===== src/rtl/ls_ctrl.sv =====
// Load/store sequencing controller: waits for unlocked operands, then runs a
// little-endian byte-serial access on the 8-bit memory port and broadcasts loads.
module ls_ctrl #(
  parameter int                TAG_W    = 4,
  parameter logic [TAG_W-1:0]  UNLOCKED = {TAG_W{1'b1}}
) (
  input  logic              clk,
  input  logic              rst,
  input  logic              rdy,
  input  logic              ls_busy_in,
  input  logic [3:0]        ls_op_in,
  input  logic [31:0]       ls_offset_in,
  input  logic [TAG_W-1:0]  ls_tagx_in,
  input  logic [TAG_W-1:0]  ls_tagy_in,
  input  logic [TAG_W-1:0]  ls_tagw_in,
  input  logic [31:0]       ls_datax_in,
  input  logic [31:0]       ls_datay_in,
  input  logic [4:0]        ls_target_in,
  input  logic              mem_gnt,
  input  logic [7:0]        mem_din,
  output logic              mem_req,
  output logic [31:0]       mem_a,
  output logic [7:0]        mem_dout,
  output logic              mem_wr,
  output logic              busy_ls,
  output logic              en_ls,
  output logic [31:0]       ls_data,
  output logic [TAG_W-1:0]  ls_tag_out,
  output logic [4:0]        ls_target_out
);

  typedef enum logic [2:0] {
    IDLE = 3'd0,
    WAIT = 3'd1,
    ACC  = 3'd2,
    CAP  = 3'd3,
    DONE = 3'd4
  } state_t;

  state_t             state_r, state_s;
  logic [31:0]        addr_r, datay_r, result_r;
  logic [3:0]         op_r;
  logic [TAG_W-1:0]   tagw_r;
  logic [4:0]         target_r;
  logic [2:0]         n_r, k_r, n_s;
  logic               pend_r;
  logic [1:0]         pend_k_r;
  logic               ready_s, last_s;
  logic [31:0]        merged_s, ext_s;

  // Operand readiness and access length of the entry currently offered
  always_comb begin
    ready_s = (ls_tagx_in == UNLOCKED) && (!ls_op_in[3] || (ls_tagy_in == UNLOCKED));
    last_s  = (k_r == (n_r - 3'd1));
    case (ls_op_in[1:0])
      2'b00:   n_s = 3'd1;
      2'b01:   n_s = 3'd2;
      default: n_s = 3'd4;
    endcase
  end

  // Next-state logic
  always_comb begin
    state_s = state_r;
    case (state_r)
      IDLE: if (ls_busy_in) state_s = WAIT; else state_s = IDLE;
      WAIT: if (ready_s) state_s = ACC; else state_s = WAIT;
      ACC: begin
        if (mem_gnt && last_s) state_s = op_r[3] ? DONE : CAP;
        else                   state_s = ACC;
      end
      CAP:     state_s = DONE;
      DONE:    state_s = IDLE;
      default: state_s = IDLE;
    endcase
  end

  // Load value with the in-flight byte merged in, then sign/zero extended
  always_comb begin
    merged_s = result_r;
    if (pend_r) merged_s[{pend_k_r, 3'b000} +: 8] = mem_din;
    else        merged_s = result_r;
    case (op_r[1:0])
      2'b00:   ext_s = op_r[2] ? {24'd0, merged_s[7:0]}  : {{24{merged_s[7]}}, merged_s[7:0]};
      2'b01:   ext_s = op_r[2] ? {16'd0, merged_s[15:0]} : {{16{merged_s[15]}}, merged_s[15:0]};
      default: ext_s = merged_s;
    endcase
  end

  // Memory port drive; the write strobe is suppressed while rdy is low
  always_comb begin
    if (state_r == ACC) begin
      mem_req = 1'b1;
      mem_a   = addr_r + {29'd0, k_r};
      if (op_r[3]) begin
        mem_dout = datay_r[{k_r[1:0], 3'b000} +: 8];
        mem_wr   = rdy;
      end else begin
        mem_dout = 8'd0;
        mem_wr   = 1'b0;
      end
    end else begin
      mem_req  = 1'b0;
      mem_a    = 32'd0;
      mem_dout = 8'd0;
      mem_wr   = 1'b0;
    end
  end

  // State, access context and registered result outputs
  always_ff @(posedge clk) begin
    if (rst) begin
      state_r       <= IDLE;
      addr_r        <= 32'd0;
      datay_r       <= 32'd0;
      result_r      <= 32'd0;
      op_r          <= 4'd0;
      tagw_r        <= '0;
      target_r      <= 5'd0;
      n_r           <= 3'd0;
      k_r           <= 3'd0;
      pend_r        <= 1'b0;
      pend_k_r      <= 2'd0;
      busy_ls       <= 1'b0;
      en_ls         <= 1'b0;
      ls_data       <= 32'd0;
      ls_tag_out    <= '0;
      ls_target_out <= 5'd0;
    end else if (rdy) begin
      state_r <= state_s;
      if ((state_r == WAIT) && ready_s) begin
        addr_r   <= ls_datax_in + ls_offset_in;
        op_r     <= ls_op_in;
        datay_r  <= ls_datay_in;
        tagw_r   <= ls_tagw_in;
        target_r <= ls_target_in;
        n_r      <= n_s;
        k_r      <= 3'd0;
        result_r <= 32'd0;
      end else if ((state_r == ACC) && mem_gnt) begin
        k_r <= k_r + 3'd1;
      end else begin
        k_r <= k_r;
      end
      // A granted load byte arrives on mem_din one cycle later
      pend_r   <= (state_r == ACC) && mem_gnt && !op_r[3];
      pend_k_r <= k_r[1:0];
      if (pend_r) result_r <= merged_s;
      busy_ls <= (state_s == WAIT) || (state_s == ACC) || (state_s == CAP);
      if ((state_s == DONE) && !op_r[3]) begin
        en_ls         <= 1'b1;
        ls_data       <= ext_s;
        ls_tag_out    <= tagw_r;
        ls_target_out <= target_r;
      end else begin
        en_ls         <= 1'b0;
        ls_data       <= 32'd0;
        ls_tag_out    <= '0;
        ls_target_out <= 5'd0;
      end
    end
  end

endmodule

===== config.mk =====
export PLATFORM = sky130hd
export DESIGN_NAME = ls_ctrl
export DESIGN_NICKNAME = d
export VERILOG_FILES = /design/src/rtl/ls_ctrl.sv
export SDC_FILE = /design/constraint.sdc
export NUM_CORES = 1
export LEC_CHECK = 0
export BUFFER_PORTS_ARGS = -buffer_cell sky130_fd_sc_hd__buf_2
export CORE_MARGIN = 4
export CORE_UTILIZATION = 30
export CTS_CLUSTER_SIZE = 28
export DETAILED_ROUTE_END_ITERATION = 10
export PLACE_DENSITY_LB_ADDON = 0.1
export SLEW_MARGIN = 0
export SYNTH_ARGS = -nofsm -noshare
export SYNTH_HDL_FRONTEND = slang
export SYNTH_SLANG_ARGS = --single-unit

===== constraint.sdc =====
create_clock -name clk -period 2.6 [get_ports clk]
set_clock_uncertainty 0.2 [all_clocks]
set_input_delay 0 -clock clk [delete_from_list [all_inputs] [get_ports clk]]
set_output_delay 0 -clock clk [all_outputs]
set_load 0.1 [all_outputs]

==> run summary, run 1 <==
Mapped Area: 0.00928 mm2
Distinct cells, synth: 71
Die H: 184 um
Failing checks: setup timing
Filler instances: 3064
Power per cell area: 436 mW/mm2
Vias in the first global route: 9281
Worst slew pin tran: 698 ps
CTS tree: yes
Max capacitance violation total: 0
Clk sinks: 164
CP required: 2400 ps
Fin util: 0.455
Post-route cell area: 0.0139 mm2
Diode count: 0
IO Port Bufs: 214
Total wire length: 31.3 mm
#FFs+latches synth: 164
Final hold viol count: 0
Gr ovfl total: 0
IO Count: 215
Fin worst setup slack: -119 ps
Root cell of the clock tree: clkbuf_16
Sequential cell area: 0.00331 mm2
Die area: 0.0338 mm2
Worst-path fanout max: 8
Ys flop type: dfxtp_1
Detailed-router iteration count before antenna repair: 4
Crit path launch type: register
Clock transition at the registers of the reported paths: 70 ps
Initial Utilization: 0.303
Worst Setup End Kind: primary output
Initial antenna violation count: 1
Min-delay worst type: primary input to register
Register area share after synthesis: 0.354
First-pass GRT wire length: 50.1 mm
Status: finished, violations left
Remaining DRCs: 0
Top cells by area, synth: dfxtp_1, nand2_1, a21oi_1, nor2_1, ha_1
Share of Yosys cell area claimed by the top area cell type: 0.354
Multi-input gate area: 0.00624 mm2
Final setup violation count: 11
Synth Instances: 1177
Leak: 0.00528 uW
FFs w/ async S/R, synth: 0
Post-detail-place hpwl: 22.6 mm
Fraction of layout cells with a size suffix above 1: 0.309
Arrival time worst endpoint: 2520 ps
Area growth syn-to-layout: 50.0%
Area of the core: 0.0306 mm2
1st-iter DRT viols: 556
Placer congestion estimate: 0.803
Crit path kind: register to primary output
Tot GR Track Use: 0.181
DP Area: 0.0118 mm2
Antenna Nets Post-Route: 0
Nets@finish: 1676
Largest net degree at the start of global routing: 60
Post-synth EDFFs: 0
Routed len/inst: 16.4 um
RSZ-0062 raised after global routing: true
Die X: 184 um
H-tree depth: 4
Final min period: 2720 ps
Vias per std cell: 5.05
Final Cycle Share: 1.05
Vias: 9650
Yosys warns: 0
Pins Over Slew Limit: 0
Clk Latency, worst-skew pair: 430 ps
Rel. slew slack: 0.535
Max frequency: 0.368 GHz
Site Rows: 64
CTS Buffer Depth: 2
Syn nets: 1350
Area leader, netlist: dfxtp_1
TritonCTS Buffers: 17
VDD IR max: 0.426 mV
Syn avg cell area: 7.88 um2
[per-stage QoR]
stage / cells / total power, uW / TNS [ps] / hold WS [ps] / setup slack (ps)
final: 1912 / 6070 / -738 / 12.4 / -119
after global routing: 1912 / 6340 / -2640 / 34.7 / -238
after CTS: 1902 / 6110 / -902 / 0.971 / -141
after detailed placement: 1771 / 3320 / 0 / 50.6 / 25.3
after global placement: 1771 / 3320 / 0 / 47.0 / 61.9
after floorplan: 1177 / 3020 / -257 / -59.5 / -164
[Yosys cell counts (all sizes together), types with 3 or more instances]
master and instances:
or3 14, nand4b 3, inv 18, buf 18
nor3 20, a31oi 26, nor4b 3, nand2 179
nor2 147, o31ai 4, ha 41, nor2b 15
o21a 8, xor2 19, a21oi 135, nand3 28
xnor2 26, clkbuf 57, and3 14, a21o 33
a211oi 13, or4 6, o211ai 4, nand4 11
nand2b 3, and2 4, o21ai 42, dfxtp 164
a22oi 57, nor3b 5, mux4 8, and4 4
nor4 8, nand3b 4, mux2i 9
[final timing paths]
check,slack (ps),depth (start not counted),start,end
worst min register to register,250,2,datay_r[27]$_SDFFE_PP0P_,datay_r[27]$_SDFFE_PP0P_
worst min-delay path,10,4,ls_datax_in[27],addr_r[27]$_SDFFE_PP0P_
worst max register to register,240,9,pend_k_r[1]$_SDFFE_PP0P_,ls_data[17]$_SDFFE_PP0P_
worst max-delay path,-120,9,addr_r[0]$_SDFFE_PP0P_,mem_a[26]
[kinds of logic after synthesis]
group	count (synthesis)	synth area share
AOI/OAI and AO/OA	342	0.237
xor gates and xnor gates	46	0.0450
adders and majority gates	43	0.0596
buffers and inverters	94	0.0399
DFF	164	0.354
muxes	17	0.0291
and+or+nand+nor	471	0.235
[where the power goes]
group | leakage (uW) | switching, uW | total, uW | internal (uW)
sequential | 0.00133 | 5.66 | 2520 | 2510
combinational | 0.00366 | 481 | 902 | 421
clock | 0.000296 | 1190 | 2650 | 1460
total | 0.00528 | 1680 | 6070 | 4390
[final cells by class]
class                      count  share of cell area
clock buffer                  17              0.0306
sequential                   164               0.238
tap                          396              0.0356
clock inverter                15              0.0133
multi-input combinational    919               0.448
inverter                      19             0.00512
timing repair buffer         382               0.230
[repair_timing]
| action | CTS | global route |
|---|---|---|
| hold buffers | 93 | 0 |
| resized for setup | 44 | 46 |
| endpoints found under the setup margin | 21 | 35 |
| buffers inserted | 6 | 10 |
| endpoints found under the hold margin | 141 | 0 |
| pin swaps | 19 | 22 |
[critical path: stages, from the launching register on]
cell	delay [ps]
dfxtp_2	360
ha_4	140
inv_2	30
fa_2	360
nor2b_4	130
o21ba_4	160
nand3_4	140
or3_4	430
a21oi_4	150
buf_12	190
[per-layer routing]
metal / global-route usage / wire [um] / vias up
li1: - / - / 4850
met1: 0.267 / 15400 / 4540
met2: 0.271 / 13800 / 236
met3: 0.0435 / 1910 / 22
met4: 0.0311 / 244 / 2
met5: 0 / 13 / -
[state kept, by name, indices dropped and copies added, names as in the netlist]
name,cells
target_r,5
ls_data,32
datay_r,32
n_r,3
op_r,4
tagw_r,4
addr_r,32
ls_tag_out,4
state_r,3
result_r,32
en_ls,1
ls_target_out,5
pend_r,1
pend_k_r,2
k_r,3
busy_ls,1
[placed cells by master, fill, tap and decap left out, types with 9 or more instances in the layout]
cell / n
nor2_2: 12
mux2i_1: 9
xor2_1: 13
o21ai_0: 40
a211oi_1: 9
buf_12: 41
dlygate4sd3_1: 93
a22oi_1: 56
nor2b_1: 13
inv_1: 16
buf_2: 173
nor2_1: 122
a31oi_1: 26
nor3_1: 15
a21oi_2: 12
a21oi_1: 118
dfxtp_1: 152
nand3_1: 22
ha_1: 37
clkbuf_16: 17
buf_4: 71
nand4_1: 11
nor2_4: 13
xnor2_1: 21
a21o_1: 33
nand2_1: 173
No activity file was read; power rests on OpenSTA's default activity.
==> run 2, diff against run 1 <==
- MAX_ROUTING_LAYER: default -> met4
- RECOVER_POWER: default -> 50
==> run 2 against run 1 <==
Net effect: the flow still finishes with violations (setup timing); register-to-register slack worse by 210 ps; largest cell class unchanged; sequential power hardly changed; worst hold slack improved by 2.2 ps; sequential cell count unchanged; total power is essentially flat; wire length up 0.12%; global-route usage up 0.52 points; first-iteration DRC count rose by 15%.
==> run summary, run 2 (synthesis gave the netlist of run 1 again) <==
Status: finished, violations left (unchanged)
Failing checks: setup timing (unchanged)
Grt peak-use layer: met2 (unchanged)
Final setup violation count: 10 (was 11)
RSZ-0062 raised after global routing: true (unchanged)
Nets@finish: 1676 (unchanged)
1st-iter DRT viols: 638 (was 556)
H-tree depth: 4 (unchanged)
Final Cycle Share: 1.04 (was 1.05)
Vias: 9630 (was 9650)
Placer congestion estimate: 0.815 (was 0.803)
Post-Place Setup Slack: 25.3 ps (unchanged)
Vias per std cell: 5.03 (was 5.05)
Post-detail-place hpwl: 22.6 mm (unchanged)
Clock transition at the registers of the reported paths: 70 ps (about the same)
Met2 global-route usage: 0.272 (was 0.271)
DP Cell Count: 1771 (unchanged)
Largest net degree at the start of global routing: 60 (unchanged)
Total wire length: 31.4 mm (was 31.3 mm)
Die X: 184 um (unchanged)
Fraction of layout cells with a size suffix above 1: 0.280 (was 0.309)
Power per cell area: 438 mW/mm2 (was 436 mW/mm2)
Leak: 0.00508 uW (was 0.00528 uW)
Max incr delay on CP: 410 ps (was 430 ps)
Antenna Nets Post-Route: 0 (unchanged)
Initial Utilization: 0.303 (unchanged)
IO Port Bufs: 214 (unchanged)
Worst-path fanout max: 8 (unchanged)
Worst Setup End Kind: primary output (unchanged)
Die area: 0.0338 mm2 (unchanged)
Most frequent cells in the layout: nand2_1, dfxtp_1, buf_2 (was nand2_1, buf_2, dfxtp_1)
Fin util: 0.453 (was 0.455)
Area growth syn-to-layout: 49.2% (was 50.0%)
CP required: 2400 ps (about the same)
Die H: 184 um (unchanged)
Worst slew pin tran: 1350 ps (was 698 ps)
Pins Over Slew Limit: 0 (unchanged)
Arrival time worst endpoint: 2510 ps (was 2520 ps)
Slowest-stage cell, CP: or3_4 (unchanged)
Fin worst setup slack: -110 ps (was -119 ps)
Clk sinks: 164 (unchanged)
Crit path kind: register to primary output (unchanged)
Most common cell after layout, fill and taps aside: nand2_1
Tot GR Track Use: 0.186 (was 0.181)
TritonCTS Buffers: 17 (unchanged)
Final min period: 2710 ps (was 2720 ps)
IO Count: 215 (unchanged)
Grt met3 use: 0.0380 (was 0.0435)
Initial antenna violation count: 1 (unchanged)
Crit path launch type: register (unchanged)
Remaining DRCs: 0 (unchanged)
First-pass GRT wire length: 50.0 mm (was 50.1 mm)
Max capacitance violation total: 0 (unchanged)
Routed len/inst: 16.4 um (about the same)
VDD IR max: 0.420 mV (was 0.426 mV)
Setup Total Neg Slack: -582 ps (was -738 ps)
Max frequency: 0.369 GHz (was 0.368 GHz)
Final hold viol count: 0 (unchanged)
Detailed-router iteration count before antenna repair: 5 (was 4)
Met1 Use GR: 0.267 (about the same)
Gr ovfl total: 0 (unchanged)
Site Rows: 64 (unchanged)
Root cell of the clock tree: clkbuf_16 (unchanged)
Final cell count without fillers: 1913 (was 1912)
Vias in the first global route: 9281 (unchanged)
Rel. slew slack: 0.0971 (was 0.535)
CTS tree: yes (unchanged)
Min-delay worst type: primary input to register (unchanged)
Clk Latency, worst-skew pair: 420 ps (was 430 ps)
Hold Worst Slack: 14.6 ps (was 12.4 ps)
Area of the core: 0.0306 mm2 (unchanged)
CTS Buffer Depth: 2 (unchanged)
Crit-path cells: ha_4 > inv_2 > fa_2 > nor2b_4 > o21ba_4 > nand3_4 > or3_4 > a21oi_4 > buf_12 (unchanged)
## run 2: per-stage QoR
stage	power, uW	cell area (um2)
after floorplan	3020	9480
after global placement	3320	11800
after detailed placement	3320	11800
after CTS	6110	13600
after global routing	6330	13800
final	6070	13800
## run 2: cell type report
cell class | instances | area [um2]
Inverter | 19 | 71.3
Sequential cell | 164 | 3310
Clock buffer | 17 | 425
Antenna cell | 1 | 2.50
Fill cell | 3081 | 16700
Multi-Input combinational cell | 919 | 6230
Timing Repair Buffer | 382 | 3130
Tap cell | 396 | 495
Clock inverter | 15 | 185
## run 2: routing by layer
layer | share of wire | vias to the layer above
met5 | 0 | -
met2 | 0.44 | 238
met1 | 0.50 | 4538
met4 | 0.0061 | 0
met3 | 0.059 | 12
li1 | - | 4842
## run 2: critical path, delay by kind of cell (launching register included)
kind	cells	cell delay [ps]
AOI/OAI and AO/OA	2	320
adders and majority gates	2	500
buffers and inverters	2	220
DFF	1	350
and+or+nand+nor	3	690
## run 2: what timing repair did
action                                  CTS  global route
hold buffers                             93             0
buffers inserted                          6            10
hold endpoints to repair                141             0
gates resized for setup                  44            52
pin swaps                                19            30
endpoints found under the setup margin   21            37
## run 2: path summary, 6_finish.rpt
kind                            start                        to  slack [ps]  cells after the start
max            addr_r[0]$_SDFFE_PP0P_                 mem_a[22]        -110                      9
min                   ls_datax_in[27]   addr_r[27]$_SDFFE_PP0P_          10                      4
max reg2reg   state_r[0]$_SDFFE_PP0P_   addr_r[27]$_SDFFE_PP0P_          30                      5
min reg2reg  datay_r[27]$_SDFFE_PP0P_  datay_r[27]$_SDFFE_PP0P_         250                      2
## run 2: where the power goes
part / leakage (uW) / internal (uW) / switching (uW) / total, uW
clock: 0.000296 / 1460 / 1190 / 2650
combinational: 0.00345 / 420 / 484 / 903
sequential: 0.00133 / 2510 / 5.70 / 2520
